File: config.mk
export PLATFORM = sky130hd
export DESIGN_NAME = sin_stim_scheduler
export DESIGN_NICKNAME = d
export VERILOG_FILES = /design/src/rtl/sin_ft_pkg.sv /design/src/rtl/sin_misr.sv /design/src/rtl/sin_stim_scheduler.sv
export SDC_FILE = /design/constraint.sdc
export NUM_CORES = 1
export LEC_CHECK = 0
export CORE_ASPECT_RATIO = 1.2
export CORE_MARGIN = 8
export CORE_UTILIZATION = 45
export CTS_BUF_LIST = sky130_fd_sc_hd__clkbuf_4
export CTS_CLUSTER_DIAMETER = 30
export DETAILED_ROUTE_END_ITERATION = 16
export PLACE_DENSITY = 0.79
export SLEW_MARGIN = 20
export SYNTH_ARGS = -nofsm -noshare
export SYNTH_HDL_FRONTEND = slang
export SYNTH_SLANG_ARGS = --single-unit
File: constraint.sdc
create_clock -name clk -period 2.2 [get_ports clk]
set_clock_uncertainty 0.2 [all_clocks]
set_input_delay 0.66 -clock clk [delete_from_list [all_inputs] [get_ports clk]]
set_output_delay 0.66 -clock clk [all_outputs]
set_load 0.01 [all_outputs]
File: src/rtl/sin_ft_pkg.sv
// Shared definitions for the sine fault-sensitivity sequencer: widths, MISR
// defaults, FSM encoding and the operand-vector schedule.
package sin_ft_pkg;

    localparam int A_W = 24;
    localparam int S_W = 25;

    localparam logic [S_W-1:0] MISR_POLY_DEF = 25'h0000009;
    localparam logic [S_W-1:0] MISR_SEED_DEF = 25'h0000000;

    typedef enum logic [2:0] {
        ST_IDLE    = 3'd0,
        ST_APPLY   = 3'd1,
        ST_SETTLE  = 3'd2,
        ST_CAPTURE = 3'd3,
        ST_DONE    = 3'd4
    } sin_state_e;

    // Next operand for step i; groups that are not due for an update keep a_prev.
    function automatic logic [A_W-1:0] sin_vec_next(
        input logic [7:0]     i,
        input logic [A_W-1:0] a_prev,
        input int             mid_log2 = 5,
        input int             low_log2 = 6
    );
        logic [A_W-1:0] a;
        logic [7:0]     mid_mask;
        logic [7:0]     low_mask;
        a        = a_prev;
        mid_mask = (mid_log2 >= 8) ? 8'hFF : 8'((9'd1 << mid_log2) - 9'd1);
        low_mask = (low_log2 >= 8) ? 8'hFF : 8'((9'd1 << low_log2) - 9'd1);
        if (i[0] == 1'b0) begin
            a[0] = i[1];
        end else begin
            a[0] = a_prev[0];
        end
        a[6:1] = i[7:2];
        a[7]   = i[3] ^ i[4];
        if ((i & mid_mask) == 8'd0) begin
            a[15:8] = {i[7] ^ i[5], i[6] ^ i[4], i[5] ^ i[3], i[4] ^ i[2],
                       i[6], i[5], i[4], i[3]};
        end else begin
            a[15:8] = a_prev[15:8];
        end
        if ((i & low_mask) == 8'd0) begin
            a[23:16] = i;
        end else begin
            a[23:16] = a_prev[23:16];
        end
        return a;
    endfunction

endpackage

File: src/rtl/sin_misr.sv
// Multiple-input signature register: Galois-style shift with POLY feedback,
// seeded by load and advanced by en.
module sin_misr #(
    parameter int           W       = 25,
    parameter logic [W-1:0] POLY    = 25'h0000009,
    parameter logic [W-1:0] RST_VAL = 25'h0000000
) (
    input  logic         clk,
    input  logic         rst_n,
    input  logic         load,
    input  logic [W-1:0] seed,
    input  logic         en,
    input  logic [W-1:0] din,
    output logic [W-1:0] sig
);

    logic [W-1:0] r_sig;

    // Signature state: seed load wins over a concurrent fold.
    always_ff @(posedge clk or negedge rst_n) begin
        if (!rst_n) begin
            r_sig <= RST_VAL;
        end else if (load) begin
            r_sig <= seed;
        end else if (en) begin
            r_sig <= {r_sig[W-2:0], 1'b0} ^ (r_sig[W-1] ? POLY : {W{1'b0}}) ^ din;
        end else begin
            r_sig <= r_sig;
        end
    end

    assign sig = r_sig;

endmodule

File: src/rtl/sin_stim_scheduler.sv
// Sequencer for the 24-bit sine netlist: schedules operand vectors, waits a
// settle window, captures each result and folds it into a MISR signature.
module sin_stim_scheduler
    import sin_ft_pkg::*;
#(
    parameter int             SETTLE_CYCLES = 2,
    parameter int             MID_LOG2      = 5,
    parameter int             LOW_LOG2      = 6,
    parameter logic [S_W-1:0] MISR_POLY     = MISR_POLY_DEF,
    parameter logic [S_W-1:0] MISR_SEED     = MISR_SEED_DEF
) (
    input  logic           clk,
    input  logic           rst_n,
    input  logic           start,
    input  logic           abort,
    input  logic [8:0]     steps,
    output logic [A_W-1:0] dut_a,
    input  logic [S_W-1:0] dut_sin,
    output logic           busy,
    output logic           done,
    output logic           cap_valid,
    output logic [S_W-1:0] cap_data,
    output logic [7:0]     step_idx,
    output logic [S_W-1:0] signature
);

    localparam int CNT_W = (SETTLE_CYCLES > 1) ? $clog2(SETTLE_CYCLES) : 1;
    localparam logic [CNT_W-1:0] SETTLE_LAST =
        (SETTLE_CYCLES > 0) ? CNT_W'(SETTLE_CYCLES - 1) : {CNT_W{1'b0}};

    sin_state_e       r_state;
    sin_state_e       w_next_fsm;
    sin_state_e       w_next_state;
    logic [8:0]       r_steps;
    logic [7:0]       r_i;
    logic [A_W-1:0]   r_dut_a;
    logic [CNT_W-1:0] r_settle_cnt;
    logic             r_busy;
    logic             r_done;
    logic             r_cap_valid;
    logic [S_W-1:0]   r_cap_data;

    logic w_accept;
    logic w_capture;
    logic w_last;

    assign w_accept  = (r_state == ST_IDLE) && start && !abort;
    assign w_capture = (r_state == ST_CAPTURE) && !abort;
    // 9-bit compare so steps = 256 ends at i = 255 without wrapping i.
    assign w_last    = (({1'b0, r_i} + 9'd1) == r_steps);

    // Next-state decode; abort from any active state overrides the schedule.
    always_comb begin
        w_next_fsm = r_state;
        case (r_state)
            ST_IDLE: begin
                if (w_accept) begin
                    w_next_fsm = (steps == 9'd0) ? ST_DONE : ST_APPLY;
                end else begin
                    w_next_fsm = ST_IDLE;
                end
            end
            ST_APPLY:   w_next_fsm = (SETTLE_CYCLES == 0) ? ST_CAPTURE : ST_SETTLE;
            ST_SETTLE: begin
                if (r_settle_cnt == SETTLE_LAST) begin
                    w_next_fsm = ST_CAPTURE;
                end else begin
                    w_next_fsm = ST_SETTLE;
                end
            end
            ST_CAPTURE: w_next_fsm = w_last ? ST_DONE : ST_APPLY;
            ST_DONE:    w_next_fsm = ST_IDLE;
            default:    w_next_fsm = ST_IDLE;
        endcase
        if (abort && (r_state != ST_IDLE)) begin
            w_next_state = ST_IDLE;
        end else begin
            w_next_state = w_next_fsm;
        end
    end

    // State register and status outputs, registered from the next state.
    always_ff @(posedge clk or negedge rst_n) begin
        if (!rst_n) begin
            r_state     <= ST_IDLE;
            r_busy      <= 1'b0;
            r_done      <= 1'b0;
            r_cap_valid <= 1'b0;
            r_cap_data  <= {S_W{1'b0}};
        end else begin
            r_state     <= w_next_state;
            r_busy      <= (w_next_state != ST_IDLE);
            r_done      <= (w_next_state == ST_DONE);
            r_cap_valid <= w_capture;
            r_cap_data  <= w_capture ? dut_sin : r_cap_data;
        end
    end

    // Step counter, run length and operand vector.
    always_ff @(posedge clk or negedge rst_n) begin
        if (!rst_n) begin
            r_steps <= 9'd0;
            r_i     <= 8'd0;
            r_dut_a <= {A_W{1'b0}};
        end else if (w_accept) begin
            r_steps <= steps;
            r_i     <= 8'd0;
            r_dut_a <= {A_W{1'b0}};
        end else if ((r_state == ST_APPLY) && !abort) begin
            r_dut_a <= sin_vec_next(r_i, r_dut_a, MID_LOG2, LOW_LOG2);
        end else if (w_capture && !w_last) begin
            r_i <= r_i + 8'd1;
        end else begin
            r_i <= r_i;
        end
    end

    // Settle window counter, cleared whenever the FSM is outside SETTLE.
    always_ff @(posedge clk or negedge rst_n) begin
        if (!rst_n) begin
            r_settle_cnt <= {CNT_W{1'b0}};
        end else if (r_state == ST_SETTLE) begin
            r_settle_cnt <= r_settle_cnt + {{(CNT_W-1){1'b0}}, 1'b1};
        end else begin
            r_settle_cnt <= {CNT_W{1'b0}};
        end
    end

    sin_misr #(
        .W       (S_W),
        .POLY    (MISR_POLY),
        .RST_VAL (MISR_SEED)
    ) u_misr (
        .clk   (clk),
        .rst_n (rst_n),
        .load  (w_accept),
        .seed  (MISR_SEED),
        .en    (w_capture),
        .din   (dut_sin),
        .sig   (signature)
    );

    assign dut_a     = r_dut_a;
    assign busy      = r_busy;
    assign done      = r_done;
    assign cap_valid = r_cap_valid;
    assign cap_data  = r_cap_data;
    assign step_idx  = r_i;

endmodule

Word level (Yosys, flattened, before mapping) --
Cells that the tools add are included.
Operators by class: $add $sub $neg 3, equality and inequality tests 7, muxes and demuxes 18, bitwise gates (word level) 7, reductions and logical operators 23
Operators by type and width (count):
- 25-bit 2-to-1 mux | 2
- 25-bit XOR | 2
- 24-bit 2-to-1 mux | 2
- 8-bit 2-to-1 mux | 5
- 8-bit zero test | 2
- 3-bit 2-to-1 mux | 4
- 3-bit one-hot mux with 4 select lines | 1
- 2-bit nonzero test | 5
- 8-bit by 1-bit adder with 9-bit output, second input constant | 1
- 9-bit equality test | 1
- 9-bit zero test | 1
- 8-bit by 1-bit adder with 8-bit output, second input constant | 1
- 2-bit AND reduction | 4
- 3-bit by 2-bit equality test with 1-bit output, second input constant | 2
- 1-bit logical AND | 6
- 3-bit nonzero test | 2
- 1-bit XOR | 5
- 4-bit 2-to-1 mux | 1
- 2-bit by 1-bit inequality test with 1-bit output, second input constant | 2
- 3-bit by 1-bit equality test with 1-bit output, second input constant | 1
- 3-bit equality test, second input constant | 1
- 3-bit zero test | 1
- 1-bit 2-to-1 mux | 3
- 1-bit zero test | 2
- 1-bit adder, second input constant | 1
Word-level totals: bits in registers 98, bits of input ports 38, output and inout port bits 85, logic and storage cells 71

Longest topological paths before layout --
word-level depth 7, gate-level depth with buffers 8, mapped depth without buffers 8

Cells and area by module --
From an unflattened synthesis, not the netlist that was laid out.
Second synthesis, totals: cells, all modules 474, area total of the unflattened synthesis 4659.5 um^2
Modules (own cells, without submodules):
- sin_stim_scheduler | times used 1, cells an instance 337, area each 3249.4 um^2, seq. area each 1826.8 um^2
- sin_misr | times used 1, cells an instance 137, area each 1410.1 um^2, seq. area each 625.6 um^2

Worst setup path before layout --
No wires, ideal clock.
path type flip-flop to flip-flop, from register r_i[0], in the netlist step_idx[0], to register r_done, in the netlist done, setup time 0.072 ns, arrival 2.017 ns, required time 1.928 ns, setup slack -0.088 ns, cell stages (with the launch flop) 9, path buffers 0, clock period less this slack 2.288 ns, cell sequence dfrtp_1 > inv_1 > ha_1 > xnor2_1 > o211ai_1 > and4bb_1 > o2111ai_4 > o32a_1 > nor2_1
On the way: longest elaborated chain between the ends 6
Ends and longest elaborated chain:
- start, declared | RTL line sin_stim_scheduler.sv:35 | logic [7:0] r_i;
- start signal, assigned | RTL line sin_stim_scheduler.sv:112 | r_i <= r_i + 8'd1;
- start signal, assigned | RTL line sin_stim_scheduler.sv:114 | r_i <= r_i;
- 8-bit by 1-bit adder with 9-bit output | RTL line sin_stim_scheduler.sv:50 | assign w_last = (({1'b0, r_i} + 9'd1) == r_steps);
- 9-bit equality test | RTL line sin_stim_scheduler.sv:50
- 3-bit 2-to-1 mux | RTL line sin_stim_scheduler.sv:71 | ST_CAPTURE: w_next_fsm = w_last ? ST_DONE : ST_APPLY;
- 3-bit one-hot mux with 4 select lines | RTL line sin_stim_scheduler.sv:55 | case (r_state)
- 3-bit 2-to-1 mux | RTL line sin_stim_scheduler.sv:75 | if (abort && (r_state != ST_IDLE)) begin
- 3-bit equality test | RTL line sin_stim_scheduler.sv:93 | r_done <= (w_next_state == ST_DONE);
- end signal, assigned | RTL line sin_stim_scheduler.sv:93
- end, declared | RTL line sin_stim_scheduler.sv:39 | logic r_done;
Every way passes these cells. A chain may end at the register's enable or synchronous reset.

Worst setup path in the final report --
Same ends and word-level chain as after synthesis.

==> metrics.yaml <==
multi_input_area_um2: 1910
maxSlewViolCount: 0
path_cells: "ha_4, and3_2, xnor2_1, a21oi_2, o2111ai_4, o32a_1, nor2_1"
fmax_mhz: 431
die_x_um: 106
start_util_pct: 46.2
wl_per_cell_um: 16.2
nFillCells: 806
timing.max_cap.violations: 0
crit_slowest_cell: "dfrtp_2"
htreeDepth: 3
fin_area_um2: 6390
drc: 0
clk_transition_reported_paths_ns: 0.16
port_buffers: 122
dr.pass1.iters: 5
period_share_pct: 105
setup_slack_ns: -0.120
die_area_um2: 13300
cts_buffers: 9
antenna_found_initial: 1
worst_pin_slew_ns: 0.409
die_h_um: 125
final_antenna_net_count: 0
syn_inst: 455
io_pins: 123
tritoncts: "yes"
core_um2: 9560
p_per_area_nw_per_um2: 574
vias_per_cell: 5.05
violations: "negative setup slack"
cts_sinks: 98
nNetsFinal: 665
critPathLaunchType: "flop"
path_delay_family: "compound AO/OA/AOI/OAI gates"
critPathKind: "flop to flop"
outcome: "complete, but fails checks"
dpl-instance-area_um2: 6030
slowest_delay_ns: 0.48
async_flop_share_pct: 100
peakVddDrop_mv: 0.417
grt_overflow: 0
gp_congestion: 0.827
arrival_ns: 2.50
grt_start_max_net_pins: 55
synthAdderAreaFrac_pct: 0.849
synth_fp_nets: 496
regArea_um2: 2460
yosysWarnings: 0
cp_max_fo: 8
path_buf_inv: 0
synth-seq-cells: 98
synth-main-ff-cell: "dfrtp_1"
synthToLayoutAreaGrowth_pct: 44.4
crit_path_end_kind: "flop"
finalWirelength_um: 12200
avgSynthCellArea_um2: 9.72
layout.cells.most_common_list: "nand2_1, dfrtp_1, dlygate4sd2_1, buf_4, clkdlybuf4s50_1"
clk-insertion-delay-late_ns: 0.45
finalHoldViolCount: 0
hpwl_um: 8570
drt-initial-drc-count: 174
cts_buffer_depth: 2
ys_seq_area_share_pct: 55.5
rsz0062_at_grt: "yes"
drive_gt1_share_pct: 17.2
rows: 39
fin_crit_ns: 2.32
grt_pass1_wl_um: 20100
synth-simple-area-share_pct: 21.4
synth_xor_area_share_pct: 8.29
final_common_cell: "nand2_1"
synthMuxAreaShare_pct: 0.453
first_global_vias: 3995
synth_compound_area_share_pct: 10.3
power_w: 0.00367
num_vias: 3802
synth_edf_count: 0
p_leak_nw: 3.42
required_ns: 2.38
hold_path_class: "flop to flop"
synth_cell_types: 46
grtUsageTotal_pct: 18.7
cts_root_buffer: "clkbuf_4"
synth_top_family_by_area: "simple AND/OR/NAND/NOR gates"
setup_viol: 11
netlist_area_um2: 4420
slew_headroom_pct: 72.8
-- cell usage after synthesis, types with 2 or more instances --
cell / count / area share, %
nand2_1: 132 / 11
dfrtp_1: 98 / 55
xnor2_1: 34 / 6.7
nand3_1: 31 / 3.5
o21ai_0: 29 / 3.3
clkbuf_1: 14 / 1.2
nor2_1: 13 / 1.1
a21oi_1: 10 / 1.1
a21o_1: 7 / 1.2
and2_1: 7 / 0.99
buf_2: 7 / 0.79
xor2_1: 6 / 1.2
and3_1: 5 / 0.71
buf_1: 5 / 0.42
inv_1: 4 / 0.34
nor3_1: 4 / 0.45
o211a_1: 4 / 0.91
ha_1: 3 / 0.85
nor3b_1: 3 / 0.51
nor4b_1: 3 / 0.59
a31oi_1: 2 / 0.28
a32o_1: 2 / 0.45
mux2i_1: 2 / 0.45
nand2b_1: 2 / 0.28
nand3b_1: 2 / 0.34
nand4_1: 2 / 0.28
nor2b_1: 2 / 0.28
o211ai_1: 2 / 0.34
o2bb2ai_1: 2 / 0.40
o31ai_1: 2 / 0.34
-- final timing paths --
check / start / end / slack (ns) / cells after the start
worst min-delay path: r_settle_cnt / r_settle_cnt / 0.26 / 1
min in group asynchronous: rst_n / r_steps[1] / 0.52 / 3
worst max register to register: step_idx[0] / done / -0.12 / 7
worst min register to register: r_settle_cnt / r_settle_cnt / 0.26 / 1
max in group asynchronous: rst_n / dut_a[12] / 1.00 / 3
worst max-delay path: step_idx[0] / done / -0.12 / 7
-- report_power, final --
group	switching, W	total [W]	leakage (nW)	internal (W)
clock	0.000597	0.00108	0.0831	0.000485
combinational	0.000296	0.000590	2.01	0.000294
sequential	0.0000815	0.00200	1.33	0.00191
-- worst reg2reg max path, delay by kind of cell, from the launching register on --
family,cells,cell delay (ns)
simple gates,2,0.33
xor+xnor,1,0.19
fa+ha+maj,1,0.20
compound gates,3,0.84
flops,1,0.48
-- layer usage --
| metal | vias to the layer above | GRT usage [%] | routed length (um) |
|---|---|---|---|
| li1 | 1853 | - | - |
| met4 | 0 | 6.80 | 254 |
| met3 | 17 | 5.07 | 625 |
| met1 | 1837 | 22.3 | 5040 |
| met5 | - | 0 | 0 |
| met2 | 95 | 31.2 | 6260 |
-- metrics by stage --
stage | utilization (%) | cells | hold slack [ns] | setup slack [ns] | setup TNS [ns]
after global placement | 63.1 | 710 | 0.214 | -0.160 | -3.98
after detailed placement | 63.1 | 710 | 0.243 | -0.178 | -8.03
after CTS | 66.4 | 752 | 0.261 | -0.0921 | -0.654
final | 66.8 | 753 | 0.259 | -0.120 | -0.945
after floorplan | - | 455 | 0.164 | 0.0112 | 0
after global routing | 66.8 | 753 | 0.280 | -0.217 | -2.25
-- sequential cells by signal, summed over array words and instances (netlist names) --
register      count
cap_data         25
u_misr.sig       25
r_settle_cnt      1
r_state           3
busy              1
cap_valid         1
step_idx          8
done              1
r_steps           9
dut_a            24
-- area by class of cell --
cell class / count / share of cell area (%)
antenna: 1 / 0.0392
clock buffer: 11 / 1.29
clock inverter: 5 / 1.25
inverter: 4 / 0.235
multi-input combinational: 325 / 29.9
sequential: 98 / 38.5
tap: 123 / 2.41
timing repair buffer: 186 / 26.3
-- what timing repair did --
action | 4_1_cts | 5_1_grt
endpoints found under the setup margin | 96 | 15
buffers inserted | 25 | 0
pin swaps | 6 | 6
gates resized for setup | 106 | 9
hold buffers | 1 | 0
gates cloned | 0 | 0
hold endpoints to repair | 98 | 0
-- cell families after synthesis --
| group | Yosys count |
|---|---|
| simple gates | 212 |
| flops | 98 |
| compound gates | 67 |
| xor+xnor | 41 |
| buf+inv | 32 |
| fa+ha+maj | 3 |
| mux | 2 |
(Power assumes the default switching activity.)
